`src/rtl/voice_allocator.sv`:
```
// voice_allocator: queues key rises and assigns one-shot notes of TMAX ticks to NVOICE voices (retrigger, idle, or steal oldest)
module voice_allocator #(
  parameter int NVOICE = 4,
  parameter int TMAX = 15625
) (
  input  logic                   clk,
  input  logic                   reset,
  input  logic                   tick,
  input  logic                   en,
  input  logic [11:0]            keys,
  output logic [NVOICE-1:0]      voice_active,
  output logic [4*NVOICE-1:0]    voice_key,
  output logic [14*NVOICE-1:0]   voice_time,
  output logic [NVOICE-1:0]      voice_start,
  output logic                   steal,
  output logic                   busy
);
  logic [11:0] keys_q, pending, rise, svc, pend_n;
  logic [3:0] k;
  logic req, stl;
  logic [NVOICE-1:0] hit, idle, sel;
  int oi;
  always_comb begin
    rise = keys & ~keys_q;
    svc = pending & (~pending + 12'd1);
    k = '0;
    for (int i = 11; i >= 0; i--) if (pending[i]) k = 4'(i);
    req = |pending;
    pend_n = (pending & ~svc) | (en ? rise : '0);
  end
  always_comb begin
    hit = '0;
    for (int v = 0; v < NVOICE; v++) hit[v] = voice_active[v] && voice_key[4*v +: 4] == k;
    idle = ~voice_active;
    oi = 0;
    for (int v = 1; v < NVOICE; v++) if (voice_time[14*v +: 14] > voice_time[14*oi +: 14]) oi = v;
    sel = |hit ? hit & (~hit + NVOICE'(1)) : |idle ? idle & (~idle + NVOICE'(1)) : NVOICE'(1) << oi;
    stl = ~|hit & ~|idle;
  end
  always_ff @(posedge clk) begin
    keys_q <= keys;
    if (reset) begin
      pending <= '0;
      busy <= 1'b0;
      voice_active <= '0;
      voice_key <= '0;
      voice_time <= '0;
      voice_start <= '0;
      steal <= 1'b0;
    end else begin
      pending <= pend_n;
      busy <= |pend_n;
      voice_start <= req ? sel : '0;
      steal <= req & stl;
      for (int v = 0; v < NVOICE; v++) begin
        if (req && sel[v]) begin
          voice_active[v] <= 1'b1;
          voice_key[4*v +: 4] <= k;
          voice_time[14*v +: 14] <= '0;
        end else if (tick && voice_active[v]) begin
          if (voice_time[14*v +: 14] == 14'(TMAX-1)) begin
            voice_active[v] <= 1'b0;
            voice_time[14*v +: 14] <= '0;
          end else voice_time[14*v +: 14] <= voice_time[14*v +: 14] + 14'd1;
        end
      end
    end
  end
endmodule

```
`config.mk`:
```
export PLATFORM = sky130hd
export DESIGN_NAME = voice_allocator
export DESIGN_NICKNAME = d
export VERILOG_FILES = /design/src/rtl/voice_allocator.sv
export SDC_FILE = /design/constraint.sdc
export NUM_CORES = 1
export LEC_CHECK = 0
export CAP_MARGIN = 30
export CORE_MARGIN = 2
export CORE_UTILIZATION = 55
export DETAILED_ROUTE_END_ITERATION = 10
export DONT_BUFFER_PORTS = 1
export PLACE_DENSITY = 0.82
export SLEW_MARGIN = 30
export SYNTH_ARGS = -nofsm -noshare
export SYNTH_HDL_FRONTEND = slang
export SYNTH_SLANG_ARGS = --single-unit
```
`constraint.sdc`:
```
create_clock -name clk -period 7.2 [get_ports clk]
set_input_delay 2.16 -clock clk [delete_from_list [all_inputs] [get_ports clk]]
set_output_delay 2.16 -clock clk [all_outputs]
set_load 0.01 [all_outputs]
```
## Word-level counts from Yosys, hierarchy flattened

Cells that the tools add are included.

| cells by class | value |
|---|---|
| add/sub/neg operators | 7 |
| $mul | 2 |
| order comparisons | 3 |
| equality and inequality tests | 8 |
| shift operators | 3 |
| multiplexer cells | 34 |
| bitwise gates (word level) | 15 |
| reduce and logical (&&, ||, !) cells | 35 |

Operator list:

| operator | number |
|---|---|
| indexed part select 56 x 32 -> 14 bit | 2 |
| multiplier 4 x 32 -> 31 bit (first input constant) | 2 |
| 2-to-1 mux 32 bit | 2 |
| adder 14 x 1 -> 14 bit (second input constant) | 4 |
| equality test 14 bit (second input constant) | 4 |
| 2-to-1 mux 14 bit | 4 |
| 2-to-1 mux 4 bit | 14 |
| > comparator 14 bit | 3 |
| AND 12 bit | 3 |
| NOT 12 bit | 3 |
| << shifter 1 x 32 -> 4 bit (first input constant) | 1 |
| OR reduction 12 bit | 2 |
| equality test 4 bit | 4 |
| nonzero test 2 bit | 8 |
| 2-to-1 mux 1 bit | 13 |
| adder 12 x 1 -> 12 bit (second input constant) | 1 |
| logical AND 1 bit | 12 |
| 2-to-1 mux 12 bit | 1 |
| NOT 4 bit | 3 |
| bitwise OR 12 bit | 1 |
| OR reduction 2 bit | 5 |
| adder 4 x 1 -> 4 bit (second input constant) | 2 |
| AND 4 bit | 2 |
| AND reduction 2 bit | 4 |
| 4 further kinds | 7 |

| storage, ports and cells | value |
|---|---|
| register bits | 106 |
| logic and storage cells | 124 |

## Longest topological paths before layout

Gate-level depths: netlist of run 1.

| logic depth | value |
|---|---|
| word-level depth | 21 |
| mapped depth | 30 |

## Least setup slack after synthesis of run 1

No wires, ideal clock.

| path | value |
|---|---|
| path kind | flip-flop to flip-flop |
| from | reg voice_time[2] |
| to | reg voice_time[0] |
| library setup time | 0.115 ns |
| arrival | 5.876 ns |
| slack | 1.209 ns |
| cell stages (with the launch flop) | 29 |
| clock period less this slack | 5.991 ns |
| cells stage by stage | dfxtp_1 clkbuf_1 inv_1 ha_1 and4_1 and4_1 a21oi_1 clkbuf_1 clkbuf_1 a21oi_1 ha_1 nand4_1 or3_1 mux2i_1 a31o_2 clkbuf_1 clkbuf_1 nand2_1 o21ai_0 ha_1 a21o_1 a21oi_1 o221ai_1 o211ai_1 nand3_1 o311a_1 o31ai_4 buf_4 nor2_1 |

| between the ends | value |
|---|---|
| cells in the longest elaborated chain, start to end | 15 |
| elaborated cells between the ends (all ways) | 17 |
| those cells by class | 2 x mul; 3 x order compare; 1 x eq/ne; 3 x shift; 6 x mux; 2 x reduce/logical |

Ends and longest elaborated chain:

| element | RTL line | RTL |
|---|---|---|
| from (decl) | 13 | `output logic [14*NVOICE-1:0] voice_time,` |
| from (signal, indexed assignment) | 64 | `end else voice_time[14*v +: 14] <= voice_time[14*v +: 14] + 14'd1;` |
| > comparator 14 bit | 36 | `for (int v = 1; v < NVOICE; v++) if (voice_time[14*v +: 14] > voice_time[14*oi +: 14]) oi = v;` |
| 2-to-1 mux 1 bit | 36 |  |
| multiplier 4 x 32 -> 31 bit | 36 |  |
| indexed part select 56 x 32 -> 14 bit | 36 |  |
| > comparator 14 bit | 36 |  |
| 2-to-1 mux 32 bit | 36 |  |
| multiplier 4 x 32 -> 31 bit | 36 |  |
| indexed part select 56 x 32 -> 14 bit | 36 |  |
| > comparator 14 bit | 36 |  |
| 2-to-1 mux 32 bit | 36 |  |
| << shifter 1 x 32 -> 4 bit | 37 | `sel = \|hit ? hit & (~hit + NVOICE'(1)) : \|idle ? idle & (~idle + NVOICE'(1)) : NVOICE'(1) << oi;` |
| 2-to-1 mux 4 bit (2 in series) | 37 |  |
| logical AND 1 bit | 56 | `if (req && sel[v]) begin` |
| OR reduction 2 bit (no source line) | n/a |  |

Parallel ways exist; a longest one is shown, timed or not.
A chain may end at the register's enable or synchronous reset.

## Worst setup path after layout of run 1

| path | value |
|---|---|
| from | reg voice_time[2] |
| to | reg voice_time[16] |

| between the ends | value |
|---|---|
| cells in the longest elaborated chain, start to end | 15 |

Ends and longest elaborated chain:

| element | RTL line |
|---|---|
| > comparator 14 bit | 36 |
| 2-to-1 mux 1 bit | 36 |
| multiplier 4 x 32 -> 31 bit | 36 |
| indexed part select 56 x 32 -> 14 bit | 36 |
| > comparator 14 bit | 36 |
| 2-to-1 mux 32 bit | 36 |
| multiplier 4 x 32 -> 31 bit | 36 |
| indexed part select 56 x 32 -> 14 bit | 36 |
| > comparator 14 bit | 36 |
| 2-to-1 mux 32 bit (*) | 36 |
| << shifter 1 x 32 -> 4 bit (*) | 37 |
| 2-to-1 mux 4 bit (*) (2 in series) | 37 |
| logical AND 1 bit (*) | 56 |
| OR reduction 2 bit (no source line) (*) | n/a |

Every way passes the cells marked *; elsewhere a longest branch is shown, timed or not.

==> results of run 1 <==
==> synth_stat cells (4+ instances only) <==
cell	count
a21oi_1	50
a32oi_1	5
and3_1	7
and4_1	6
clkbuf_1	18
dfxtp_1	106
ha_1	50
inv_1	56
nand2_1	55
nand3_1	26
nand3b_1	6
nand4_1	30
nor2_1	85
nor2b_1	9
nor3_1	33
nor4_1	8
o211ai_1	4
o21ai_0	40
o22ai_1	4
o31ai_1	5
o32ai_1	4
o41ai_1	4
or2_2	4
or3_1	9
xnor2_1	41
xor2_1	19
==> stage by stage <==
stage          util, %  setup slack (ns)
5_1_grt          58.97           0.01771
4_1_cts          58.91            0.5946
3_3_place_gp     57.08            0.6077
2_1_floorplan        -             1.209
3_5_place_dp     57.17            0.6450
6_report         58.97            0.4904
==> how the worst max path moves through the flow <==
stage,cells after the start,slack (ns),end
2_1_floorplan,28,1.21,voice_time[0]
3_3_place_gp,23,0.61,voice_time[17]
3_5_place_dp,23,0.65,voice_time[15]
4_1_cts,24,0.59,voice_time[16]
5_1_grt,23,0.02,voice_time[16]
6_report,24,0.49,voice_time[16]
==> routing by layer <==
| metal | vias to the layer above | share of wire (%) | GRT usage [%] |
|---|---|---|---|
| li1 | 2636 | - | - |
| met1 | 2519 | 43 | 32.52 |
| met2 | 229 | 46 | 42.72 |
| met3 | 38 | 8.9 | 7.232 |
| met4 | 0 | 2.4 | 9.584 |
| met5 | - | 0 | 0 |
==> registers in the layout (all words and copies together), names as in the netlist <==
signal,cells
busy,1
keys_q,12
pending,12
steal,1
voice_active,4
voice_key,16
voice_start,4
voice_time,56
==> cell usage in the layout (no fill, tap or decap), types with 19 or more instances in the layout <==
master   count
nor2_1      84
nand2_1     55
ha_1        50
dfxtp_1    106
inv_1       56
o21ai_0     40
xnor2_1     41
a21oi_1     49
nand4_1     30
xor2_1      19
nand3_1     26
nor3_1      33
==> tightest hold or removal path: cells and delay by family (launching register included) <==
family           cells  cell delay [ns]
and+or+nand+nor      2             0.15
DFF                  1             0.32
==> power breakdown <==
group / switching, mW / internal, mW
sequential: 0.0533 / 0.613
combinational: 0.265 / 0.150
clock: 0.226 / 0.136
==> cell families after synthesis <==
family	synth area share, %
simple gates	24.70
flops	34.79
buf+inv	5.251
mux	0.4923
fa+ha+maj	10.26
compound gates	15.90
xor+xnor	8.615
==> final cells by class <==
cell class / instances / area share (%)
sequential: 106 / 33.20
tap: 140 / 2.740
multi-input combinational: 558 / 57.53
clock buffer: 9 / 1.938
inverter: 57 / 3.347
clock inverter: 7 / 1.018
timing repair buffer: 2 / 0.2349
==> results.md, run 1 <==
* Placed instance count at ~860
* First-pass GRT wire length at 24710 um
* Multi-input logic area at around 3700 um2
* Max-cap violations at 0
* Cell at the slowest stage of the critical path: dfxtp_1
* Postcts setup bufs at 0
* CTS H-Tree Depth at 3
* Area Growth Syn to Fin at 4.800%
* I/O pin cnt at between 90 and 100
* Cell Area, Placed at around 6200 um2
* Initial antenna violation count at 0
* Core Region at 10840 um2
* Post-route ant nets at 0
* Synth async-reset ratio at 0%
* Rel. slew slack at between 40% and 50%
* RD Place Congestion at ~0.95
* Hold path startpoint: keys_q[0]
* Initial Util at a little under three fifths
* Largest net degree at the start of global routing at 34
* Synthesized area at a little over 6000 um2
* Sequential share of the synthesized area at 34.79%
* Final Max Tran Viols at 0
* Nets@finish at 800
* CTS sink count at 106
* Cts hold-fix bufs at 0
* Drt total wl at between 15000 and 20000 um
* R2R setup slack at a little under 0.5 ns
* Number of inserted diodes at 0
* Vias/cell at 6.168
* Syn Nets at about 810
* Fin. Hold Viols at 0
* Routed WL per cell at around 18 um
* Final Hold Slack at 0.4994 ns
* Yosys warns at 0
* CTS tree: built
* RSZ-0062 raised after global routing: false
* Fin crit share at roughly 93%
* Pwr Total at ~1.4 mW
* Leakage power at 2.426 nW
* CP Class: flop to flop
* DRT Pass-1 Iters at 5
* EDFF count, synth at 0
* CTS buffer count at 9
* Die ar. at approximately 12000 um2
* Post-CTS Resized at 0
* Status: finished clean
* Most used cell along the critical path: ha_1
* Hpwl dp at 11950 um
* Startpoint Class: flop
* Post-synth top area share at between 30% and 40%
* Residual DRC count at 0
* Mean area per synthesized cell at 8.176 um2
* Worst Hold Path EP: pending[0]
* Reg2reg path depth at 24
* Post-synth top flop: dfxtp_1
* Vias in the first global route at ~5000
* Critical R2R Launch: voice_time[2]
* Fillers at a little under 1000
* Worst EP required at between 7 and 8 ns
* Design Area, Final at ~6400 um2
* GR Overflow Total at 0
* Worst-path clk slew at roughly 0.11 ns
* CTS max path bufs at 2
* Reg2reg end: voice_time[16]
* Worst-skew pair later-pin latency at roughly 0.4 ns
* Register area at 2122 um2
* Synth area leaders: dfxtp_1 (35%), ha_1 (10%), xnor2_1 (5.9%)
* Pwr/cell area at between 200 and 250 nW/um2
* Distinct cells, synth at 63
* Setup TNS at 0 ns
* Routed vias at about 5400
* Vert. Die Dim at 109.3 um
* Core Rows at 38
* CP max FO at 30
* All-layer global routing usage at between 20% and 30%
* # setup viols final at 0
* Max incr delay on CP at about 0.54 ns
* HP Class: flop to flop
* Measured slew at the worst slew-check pin at 0.8240 ns
* FF+latch count, synth at between 100 and 150
* Die width at 109.3 um
* CP Launch Point: voice_time[2]
* Dominant cell type by area after synthesis: dfxtp_1
* Worst EP arrival at 6.96 ns
* Largest delay contributor family on the critical path: compound AO/OA/AOI/OAI gates
* CP Capture Type: flop
* Layout cells sized above 1 at about 5.5%
* Iter 0 DRT Violations at approximately 490
* Port bufs at 0
* F_max at 0.1490 GHz
* Hold Path Depth at 2
* VDD IR max at between 0.15 and 0.2 mV
* Synthesized instance count at ~750
* CP bufs+invs at 1
* Non-filler instance count after layout at between 800 and 900
* Critical-path cell list: inv_1 > ha_1 > and4_1 > o21a_1 > o31ai_1 > a21oi_4 > nor2_1 > a21oi_1 > ha_1 > nand4_1 > or3_1 > mux2i_1 > a31o_2 > nand2_1 > o21ai_0 > ha_1 > a211oi_1 > o211ai_1 > o21bai_1 > o211ai_1 > a41oi_1 > o41a_4 > nor2_2 > nor3_1
* Clk_skew at approximately 0.019 ns
* CTS root buffer: clkbuf_8
* Period minus WS final at about 6.7 ns
Power figures use the tool's default switching activity.
==> run 2, diff against run 1 <==
--- a/config.mk
+++ b/config.mk
@@ -6,7 +6,6 @@
 export NUM_CORES = 1
 export LEC_CHECK = 0
 export CAP_MARGIN = 30
-export CORE_MARGIN = 2
 export CORE_UTILIZATION = 55
 export DETAILED_ROUTE_END_ITERATION = 10
 export DONT_BUFFER_PORTS = 1
==> run 2 against run 1 <==
  * Final cell count unchanged
  * Register-to-register slack lost 0.06 ns
  * Clock skew down 0.0059 ns
  * Largest power group unchanged
==> results.md, run 2 (synthesis results as in run 1) <==
* Status: finished clean
* CP max FO at 28
* Largest register by flop count: voice_time
* Cell at the slowest stage of the critical path: a21oi_2
* Top Layer Used: met4
* Initial antenna violation count at 0
* Postcts setup bufs at 0
* Fin crit share at 94.07%
* Most common cell after layout, fill and taps aside: dfxtp_1
* Vias/cell at approximately 6.2
* RSZ-0062 raised after global routing: false
* Drt total wl at around 16000 um
* Worst EP required at 7.47 ns
* Period minus WS final at 6.773 ns
* Layout cells sized above 1 at roughly 5.7%
* Register area at ~2100 um2
* Core Region at roughly 11000 um2
* Iter 0 DRT Violations at a little under 600
* CP Depth at 24
* Multi-input logic area at ~3700 um2
* Routed WL per cell at between 15 and 20 um
* Die ar. at between 10000 and 15000 um2
* Measured slew at the worst slew-check pin at 0.8773 ns
* Critical-path cell list: inv_1 > ha_1 > nand4_1 > nor3_1 > o31ai_2 > a21oi_2 > nor2_1 > a21oi_1 > ha_1 > nand4_1 > or3_1 > mux2i_1 > a31o_2 > nand2_1 > o21ai_0 > ha_1 > a211oi_1 > o211ai_1 > o21bai_1 > o211ai_1 > nand3_1 > o311a_1 > o31ai_4 > nor2_1
* CTS root buffer: clkbuf_8
* Port bufs at 0
* Startpoint Class: flop
* CP Capture Type: flop
* F_max at ~0.15 GHz
* Setup TNS at 0 ns
* Nets@finish at approximately 800
* CTS max path bufs at 2
* I/O pin cnt at 98
* All-layer global routing usage at 27.32%
* Max incr delay on CP at about 0.6 ns
* CP Class: flop to flop
* DRT Pass-1 Iters at 5
* CTS buffer count at 9
* Largest delay contributor family on the critical path: compound AO/OA/AOI/OAI gates
* Die width at approximately 110 um
* Commonest non-fill, non-tap cells in the layout: dfxtp_1 (106), nor2_1 (84), inv_1 (56)
* Worst-skew pair later-pin latency at 0.40 ns
* RD Place Congestion at just under 0.9
* Final Hold Slack at 0.4912 ns
* Vias in the first global route at 5083
* Initial Util at 56.27%
* Fin. Hold Viols at 0
* CTS sink count at around 110
* Cts hold-fix bufs at 0
* Worst EP arrival at between 7 and 8 ns
* Core Rows at 38
* Fillers at 932
* # setup viols final at 0
* Clk_skew at ~0.013 ns
* Routed vias at approximately 5500
* VDD IR max at around 0.15 mV
* Vert. Die Dim at 107.3 um
* Wire length on met2 at a little over 7000 um
* Worst-path clk slew at around 0.10 ns
* HP Class: flop to flop
* Post-CTS Resized at 0
* Largest net degree at the start of global routing at 34
* CTS H-Tree Depth at 3
* Area Growth Syn to Fin at 5.169%
* CP bufs+invs at 1
* Hold Path Depth at 2
* Reg2reg path depth at 24
* Post-route ant nets at 0
* Most used cell along the critical path: ha_1
* Leakage power at around 2.4 nW
* Largest register FFs at between 50 and 60
* Rel. slew slack at around 41%
* CTS tree: built
* Hpwl dp at between 10000 and 15000 um
* Top flop regs: voice_time (56), voice_key (16)
* Residual DRC count at 0
* Max-cap violations at 0
* Number of inserted diodes at 0
* First-pass GRT wire length at 24760 um
* Met1 wire length at around 6800 um
* GR Overflow Total at 0
* Met3 WL post-DR at between 1000 and 1500 um
* Pwr/cell area at ~230 nW/um2
* Final Max Tran Viols at 0
## run 2: cell count changes in the layout (fill, tap and decap cells not counted)
cell / before / now
clkinv_2: 1 / 0
bufinv_16: 0 / 1
a21oi_2: 0 / 1
o31ai_2: 0 / 1
inv_6: 3 / 2
o31ai_1: 5 / 4
inv_8: 3 / 1
clkinvlp_4: 0 / 2
## run 2: path summary, 6_finish.rpt
kind | start | end | slack (ns)
max | voice_time[11] | voice_time[12] | 0.43
min reg2reg | keys_q[0] | pending[0] | 0.49
max reg2reg | voice_time[11] | voice_time[12] | 0.43
min | keys_q[0] | pending[0] | 0.49
## run 2: worst register-to-register path: stages, from the launching register on
cell,delay [ns]
dfxtp_1,0.50
inv_1,0.16
ha_1,0.32
nand4_1,0.10
nor3_1,0.44
o31ai_2,0.24
a21oi_2,0.59
nor2_1,0.12
a21oi_1,0.26
ha_1,0.22
nand4_1,0.11
or3_1,0.33
mux2i_1,0.22
a31o_2,0.44
nand2_1,0.11
o21ai_0,0.14
ha_1,0.30
a211oi_1,0.27
o211ai_1,0.17
o21bai_1,0.18
o211ai_1,0.17
nand3_1,0.16
o311a_1,0.46
o31ai_4,0.52
nor2_1,0.12
## run 2: layer usage
layer  vias to the layer above  GRT usage (%)
met5                         -              0
met4                         0          9.980
met3                        36          8.475
met2                       235          43.96
met1                      2573          34.27
li1                       2644              -
## run 2: where the power goes
part           internal [mW]  switching (mW)
Sequential             0.613          0.0526
Clock                  0.164           0.219
Combinational          0.152           0.276
Total                  0.928           0.548
## run 2: layout make-up
cell class                 count  area share [%]
tap                          140           2.731
clock inverter                 6           1.151
clock buffer                   9           1.931
inverter                      57           3.335
multi-input combinational    559           57.54
sequential                   106           33.08
timing repair buffer           2          0.2341
## run 2: per-stage QoR
| step | instances | utilization, % | total power, mW | setup WS (ns) | cell area, um2 |
|---|---|---|---|---|---|
| 2_1_floorplan | 746 | - | 1.000 | 1.209 | 6100 |
| 3_3_place_gp | 863 | 57.08 | 1.069 | 0.5778 | 6187 |
| 3_5_place_dp | 863 | 57.17 | 1.086 | 0.6036 | 6197 |
| 4_1_cts | 878 | 58.99 | 1.464 | 0.4686 | 6395 |
| 5_1_grt | 879 | 59.18 | 1.551 | 0.03788 | 6415 |
| 6_report | 879 | 59.18 | 1.476 | 0.4267 | 6415 |
